`config.mk`:
```
export PLATFORM = sky130hd
export DESIGN_NAME = dec_fsm
export DESIGN_NICKNAME = d
export VERILOG_FILES = /design/src/rtl/dec_pkg.sv /design/src/rtl/dec_blk_counter.sv /design/src/rtl/dec_fsm.sv
export SDC_FILE = /design/constraint.sdc
export NUM_CORES = 1
export LEC_CHECK = 0
export CORE_AREA = 3 3 59 61
export CTS_CLUSTER_SIZE = 10
export DETAILED_ROUTE_END_ITERATION = 12
export DIE_AREA = 0 0 62 64
export DONT_BUFFER_PORTS = 1
export GPL_ROUTABILITY_DRIVEN = 0
export PLACE_DENSITY_LB_ADDON = 0.08
export SYNTH_ARGS = -nofsm -noshare
export SYNTH_HDL_FRONTEND = slang
export SYNTH_SLANG_ARGS = --single-unit
```
`constraint.sdc`:
```
create_clock -name clock -period 4.47 [get_ports clock]
set_input_delay 0.6705 -clock clock [delete_from_list [all_inputs] [get_ports clock]]
set_output_delay 0.6705 -clock clock [all_outputs]
set_load 0.1 [all_outputs]
```
`src/rtl/dec_pkg.sv`:
```
// dec_pkg: shared state encoding and block geometry for the turbo decoder input FSM.
package dec_pkg;
    localparam int CNT_W    = 13;
    localparam int K_SMALL  = 1056;
    localparam int K_LARGE  = 6144;
    localparam int TAIL_LEN = 4;
    typedef enum logic [2:0] {
        S_IDLE   = 3'd0,
        S_LOAD   = 3'd1,
        S_TAIL   = 3'd2,
        S_START  = 3'd3,
        S_DECODE = 3'd4,
        S_DONE   = 3'd5
    } state_t;
endpackage

```
`src/rtl/dec_blk_counter.sv`:
```
// dec_blk_counter: block/tail position counter; wraps to zero on the terminal count.
module dec_blk_counter import dec_pkg::*; (
    input  logic             clk,
    input  logic             clr_i,
    input  logic             en_i,
    input  logic [CNT_W-1:0] limit_i,
    output logic [CNT_W-1:0] cnt_o,
    output logic             term_o
);
    logic [CNT_W-1:0] cnt_q, cnt_d;
    assign term_o = en_i && (cnt_q == limit_i - 1'b1);
    assign cnt_o  = cnt_q;
    always_comb cnt_d = (clr_i || term_o) ? '0 : en_i ? cnt_q + 1'b1 : cnt_q;
    always_ff @(posedge clk) cnt_q <= cnt_d;
endmodule

```
`src/rtl/dec_fsm.sv`:
```
// dec_fsm: turbo decoder input control FSM (load, tail, launch, wait, done).
module dec_fsm import dec_pkg::*; #(
  parameter int unsigned TIMEOUT_CYC = 65535
) (
  input  logic             clock,
  input  logic             aclr,
  input  logic             blk_start,
  input  logic             blk_size,
  input  logic             in_valid,
  input  logic             dec_done,
  output logic             ready,
  output logic             clear_output,
  output logic             buf_wen,
  output logic [CNT_W-1:0] buf_addr,
  output logic             tail_wen,
  output logic [1:0]       tail_idx,
  output logic             dec_start,
  output logic             out_valid,
  output logic             err_overrun,
`ifdef DEC_TIMEOUT_EN
  output logic             dec_timeout,
`endif
  output logic [2:0]       state
);
  state_t           state_q, state_d;
  logic [CNT_W-1:0] k_q, k_d, cnt, limit;
  logic             err_q, err_d, accept, cnt_en, term, wd_hit;
  assign accept = state_q == S_IDLE && blk_start;
  assign cnt_en = in_valid && (state_q == S_LOAD || state_q == S_TAIL);
  assign limit  = state_q == S_TAIL ? CNT_W'(TAIL_LEN) : k_q;
  dec_blk_counter u_cnt (
    .clk    (clock),
    .clr_i  (aclr || accept),
    .en_i   (cnt_en),
    .limit_i(limit),
    .cnt_o  (cnt),
    .term_o (term)
  );
`ifdef DEC_TIMEOUT_EN
  localparam int WD_W = $clog2(TIMEOUT_CYC + 1);
  logic [WD_W-1:0] wd_q;
  logic            to_q;
  assign wd_hit      = state_q == S_DECODE && !dec_done && wd_q == WD_W'(TIMEOUT_CYC - 1);
  assign dec_timeout = to_q;
  always_ff @(posedge clock) begin
    wd_q <= (aclr || state_q != S_DECODE) ? '0 : wd_q + 1'b1;
    to_q <= (aclr || accept) ? 1'b0 : to_q | wd_hit;
  end
`else
  assign wd_hit = 1'b0;
`endif
  always_comb begin
    state_d = state_q;
    k_d     = k_q;
    err_d   = accept ? 1'b0 : err_q | (blk_start && state_q != S_IDLE);
    case (state_q)
      S_IDLE: begin
        state_d = blk_start ? S_LOAD : S_IDLE;
        k_d     = blk_start ? (blk_size ? CNT_W'(K_LARGE) : CNT_W'(K_SMALL)) : k_q;
      end
      S_LOAD:   state_d = term ? S_TAIL : S_LOAD;
      S_TAIL:   state_d = term ? S_START : S_TAIL;
      S_START:  state_d = S_DECODE;
      S_DECODE: state_d = (dec_done || wd_hit) ? S_DONE : S_DECODE;
      default:  state_d = S_IDLE;
    endcase
  end
  always_ff @(posedge clock) begin
    if (aclr) begin
      state_q <= S_IDLE;
      k_q     <= CNT_W'(K_SMALL);
      err_q   <= 1'b0;
    end else begin
      state_q <= state_d;
      k_q     <= k_d;
      err_q   <= err_d;
    end
  end
  assign buf_wen      = state_q == S_LOAD && in_valid;
  assign tail_wen     = state_q == S_TAIL && in_valid;
  assign buf_addr     = cnt;
  assign tail_idx     = cnt[1:0];
  assign ready        = state_q == S_IDLE;
  assign clear_output = state_q == S_IDLE;
  assign dec_start    = state_q == S_START;
  assign out_valid    = state_q == S_DONE;
  assign err_overrun  = err_q;
  assign state        = state_q;
endmodule
```
==> impl_metrics.json, run 1 <==
{
  "first_pass_iters": 4,
  "fin_ws_ns": 1.127,
  "hold_buffers": 0,
  "clock_path_buffers": 2,
  "hold_class": "in -> reg",
  "cts_resized": 0,
  "dominantRegCellSynth": "dfxtp_1",
  "n_antenna_cell": 0,
  "post-synth-top-area-cell": "dfxtp_1",
  "critPathRequiredTime_ns": 3.80,
  "dp_hpwl_um": 1773,
  "rows": 20,
  "vdd_drop_max_mv": 0.1254,
  "syn_area_sq_um": 1051,
  "dieArea_sq_um": 3968,
  "relSlewSlack": 0.2327,
  "clkLatencyLatePin_ns": 0.30,
  "synth.distinct_cells": 35,
  "clock-sinks": 19,
  "via_count": 894,
  "drive_above_1_share": 0.1705,
  "drv_slew": 0,
  "grt_start_max_net_pins": 16,
  "die_h_um": 64,
  "grt_pass1_wl_um": 4326,
  "crit_type": "reg -> out",
  "cts-htree-levels": 1,
  "ys_ff_latch": 19,
  "final_antenna_net_count": 0,
  "yosysTopAreaCellShare": 0.3619,
  "grt_pass1_vias": 888,
  "netlist_top_cells_area": "dfxtp_1, nor3_1, xnor2_1",
  "port_buffers": 0,
  "ys_warn_count": 0,
  "root_buffer": "clkbuf_4",
  "cts_tree": "built",
  "async_flop_share": 0,
  "max_freq_ghz": 0.2991,
  "hold_viol": 0,
  "utilization": 0.4062,
  "io_pins": 31,
  "synth_nets": 130,
  "status": "finished, final reports clean",
  "die_width_um": 62,
  "clkSlewWorstSetupHoldPaths_ns": 0.11,
  "antenna_found_initial": 0,
  "postPlaceCellArea_sq_um": 1204,
  "routed_wl_um": 2447,
  "yosysSeqAreaShare": 0.3619,
  "skew_ns": 0.007946,
  "period_share": 0.7479,
  "post_cts_buffers": 0,
  "numCtsBuffers": 3,
  "routedWlPerCell_um": 14.14,
  "rsz0062_at_grt": "false",
  "p_per_area_nw_per_um2": 264.7,
  "finish.instance_area_sq_um": 1230,
  "worst_ep_arrival_time_ns": 2.67,
  "pre_cts_slack_ns": 1.486,
  "vias_per_cell": 5.168,
  "grt_usage": 0.1433,
  "fin_tns_setup_ns": 0,
  "start_util": 0.3471,
  "end_kind": "output port",
  "drcViolationCount": 0,
  "leakage_nw": 0.4384,
  "nets": 137,
  "drv_cap": 0,
  "period_minus_slack_ns": 3.343,
  "grt.overflow.total": 0,
  "core-area_sq_um": 3028,
  "drt_iter0_markers": 54,
  "tightest_slew_ns": 1.149,
  "synth_edf_count": 0,
  "whs_ns": 0.4242,
  "syn_inst": 123,
  "area_growth_pct": 17.02,
  "syn_avg_cell_area_sq_um": 8.545,
  "cp_max_fo": 12,
  "setup-violations-final": 0,
  "fillCellCount": 305,
  "start_kind": "flop"
}
-- cell usage after synthesis, drive strengths merged, types with 3 or more instances --
master and number:
dfxtp 19, nor3 16, nor2 13, buf 7
nand2 7, xnor2 7, xor2 7, nand4 6
nand2b 5, a21o 3, nand3 3
-- routing by layer --
metal	track usage	share of wire	up-vias
met5	0	0	-
li1	-	-	449
met1	0.1915	0.47	415
met2	0.2034	0.44	23
met4	0.07162	0.029	0
met3	0.04242	0.060	7
-- worst paths after layout --
check,startpoint,end,slack [ns],cells after the start
worst max register to register,state[1],state[0],1.49,6
worst min register to register,k_q[11],k_q[11],0.50,2
worst min-delay path,aclr,k_q[11],0.42,1
worst max-delay path,state[1],tail_wen,1.13,4
-- flip-flops by register name, summed over array words and instances (netlist names) --
name / cells
err_overrun: 1
state: 3
k_q: 2
u_cnt.cnt_o: 13
-- through the flow --
step	total power (W)	instances
after floorplan	0.0002279	123
after global placement	0.0002400	169
after detailed placement	0.0002408	169
after CTS	0.0003307	173
after global routing	0.0003431	173
final	0.0003256	173
-- critical path: stages, from the launching register on --
cell and delay [ns]:
dfxtp_1 0.98, buf_4 0.33, nand2b_1 0.09, nor2_1 0.17, and2_1 0.80
-- logic make-up after synthesis --
family,share of synthesized area
xor gates and xnor gates,0.1167
muxes,0.01905
DFF,0.3619
adders and majority gates,0.01190
and+or+nand+nor,0.3333
buffers and inverters,0.05952
AOI/OAI and AO/OA,0.09763
-- layout make-up --
type | count | area [sq um] | share of cell area
multi-input combinational | 93 | 620.6 | 0.5046
clock buffer | 4 | 26.28 | 0.02136
timing repair buffer | 11 | 137.6 | 0.1119
tap | 44 | 55.05 | 0.04476
inverter | 2 | 7.507 | 0.006104
sequential | 19 | 382.9 | 0.3113
-- power by group --
part           total [W]  switching (W)  internal [W]
registers       0.000179     0.00000705      0.000172
clock network  0.0000890      0.0000542     0.0000348
logic          0.0000573      0.0000400     0.0000173
-- layout by cell type, fill, tap and decap left out, types with 2 or more instances in the layout --
cell type,netlist,layout
a21o_1,3,3
a21oi_1,2,2
and3_1,2,2
and3b_1,2,2
buf_4,3,8
clkbuf_16,0,2
clkbuf_4,0,3
dfxtp_1,19,17
dfxtp_2,0,2
inv_1,2,2
mux2i_1,2,2
nand2_1,7,7
nand2b_1,5,5
nand3_1,3,3
nand4_1,6,6
nor2_1,13,12
nor3_1,16,15
o21ai_0,2,2
o311ai_0,2,2
xnor2_1,7,7
xor2_1,7,7
Note: power is estimated with default switching activity, not from simulation.
==> inputs of run 2 (changes only) <==
==> constraint.sdc (replaced) <==
create_clock -name clock -period 3.05 [get_ports clock]
set_input_delay 0.4575 -clock clock [delete_from_list [all_inputs] [get_ports clock]]
set_output_delay 0.4575 -clock clock [all_outputs]
set_load 0.1 [all_outputs]
==> impl_metrics.json, run 2 (same netlist as run 1, synthesis figures left out) <==
{
  "hold_viol": 0,
  "post_cts_buffers": 0,
  "critPathSlowestCell": "dfxtp_1",
  "grt_usage": 0.1335,
  "end_kind": "flop",
  "p_total_w": 0.0004735,
  "worst_ep_arrival_time_ns": 2.67,
  "rows": 20,
  "crit_type": "reg -> reg",
  "first_pass_iters": 4,
  "vdd_drop_max_mv": 0.1939,
  "tightest_slew_ns": 1.091,
  "routed_wl_um": 2486,
  "drv_slew": 0,
  "rsz0062_at_grt": "false",
  "start_kind": "flop",
  "relSlewSlack": 0.2716,
  "die_width_um": 62,
  "rrSetupSlack_ns": 0.61,
  "utilization": 0.4240,
  "critPathRequiredTime_ns": 3.29,
  "whs_ns": 0.2111,
  "final_antenna_net_count": 0,
  "antenna_found_initial": 0,
  "mostFrequentLayoutCells": "buf_4, dfxtp_1, nor3_1, nor2_1",
  "clkSlewWorstSetupHoldPaths_ns": 0.11,
  "setup-violations-final": 0,
  "drv_cap": 0,
  "clock-sinks": 19,
  "n_antenna_cell": 0,
  "leakage_nw": 0.4825,
  "largest_reg_flops": 13,
  "routedWlPerCell_um": 13.58,
  "start_util": 0.3471,
  "numCtsBuffers": 3,
  "grt_pass1_vias": 853,
  "grt_pass1_wl_um": 4050,
  "pre_cts_slack_ns": 0.6068,
  "dp_hpwl_um": 1921,
  "drive_above_1_share": 0.2374,
  "path_delay_family": "flip-flops",
  "vias_per_cell": 5.049,
  "clock_path_buffers": 2,
  "core-area_sq_um": 3028,
  "cp_max_fo": 15,
  "cts_resized": 0,
  "dieArea_sq_um": 3968,
  "die_h_um": 64,
  "hold_buffers": 0,
  "cts_tree": "built",
  "cts-htree-levels": 1,
  "nets": 147,
  "period_share": 0.7989,
  "status": "finished, final reports clean",
  "cp.buffers_inverters": 0,
  "root_buffer": "clkbuf_4",
  "clkLatencyLatePin_ns": 0.30,
  "p_per_area_nw_per_um2": 368.9,
  "critPathMaxStageDelay_ns": 0.67,
  "io_pins": 31,
  "fin_tns_setup_ns": 0,
  "area_growth_pct": 22.14,
  "skew_ns": 0.001433,
  "drcViolationCount": 0,
  "port_buffers": 0,
  "grt.overflow.total": 0,
  "max_freq_ghz": 0.4104,
  "via_count": 924,
  "drt_iter0_markers": 39,
  "period_minus_slack_ns": 2.437,
  "grt_start_max_net_pins": 16,
  "final_common_cell": "buf_4",
  "worstPathCellList": "xnor2_1, nor2_1, nand2_1, a211oi_4, mux2i_1",
  "hold_class": "in -> reg",
  "fin_ws_ns": 0.6134
}
## run 2: metrics by stage
step | area [sq um] | std cells
detailed placement | 1256 | 179
global placement | 1256 | 179
floorplan | 1070 | 123
CTS | 1284 | 183
finish | 1284 | 183
global route | 1284 | 183
## run 2: power by group
part	total, W	internal, W	switching, W	leakage [nW]
sequential	0.000264	0.000252	0.0000115	0.155
clock	0.000131	0.0000488	0.0000818	0.0177
combinational	0.0000791	0.0000213	0.0000578	0.310
total	0.000474	0.000322	0.000151	0.482
## run 2: routing by layer
| metal | wire length (um) | track usage |
|---|---|---|
| met1 | 1120 | 0.1836 |
| met3 | 125 | 0.04848 |
| met4 | 15 | 0.02387 |
| met5 | 0 | 0 |
| met2 | 1225 | 0.1995 |
## run 2: layout make-up
type / instances / area [sq um]
repair buffers: 21 / 177.7
multi-input cells: 93 / 633.1
well taps: 44 / 55.05
flip-flops and latches: 19 / 382.9
clock buffers: 3 / 22.52
clock inverters: 1 / 5.005
fillers: 327 / 1744
inverters: 2 / 7.507
## run 2: worst paths after layout
check,start,endpoint,cells past startpoint
max,state[1],state[0],5
min,aclr,state[2],1
max reg2reg,state[1],state[0],5
min reg2reg,k_q[11],k_q[11],2
## run 2: worst reg2reg max path: stages, from the launching register on
cell	delay [ns]
dfxtp_1	0.67
xnor2_1	0.20
nor2_1	0.39
nand2_1	0.22
a211oi_4	0.66
mux2i_1	0.25
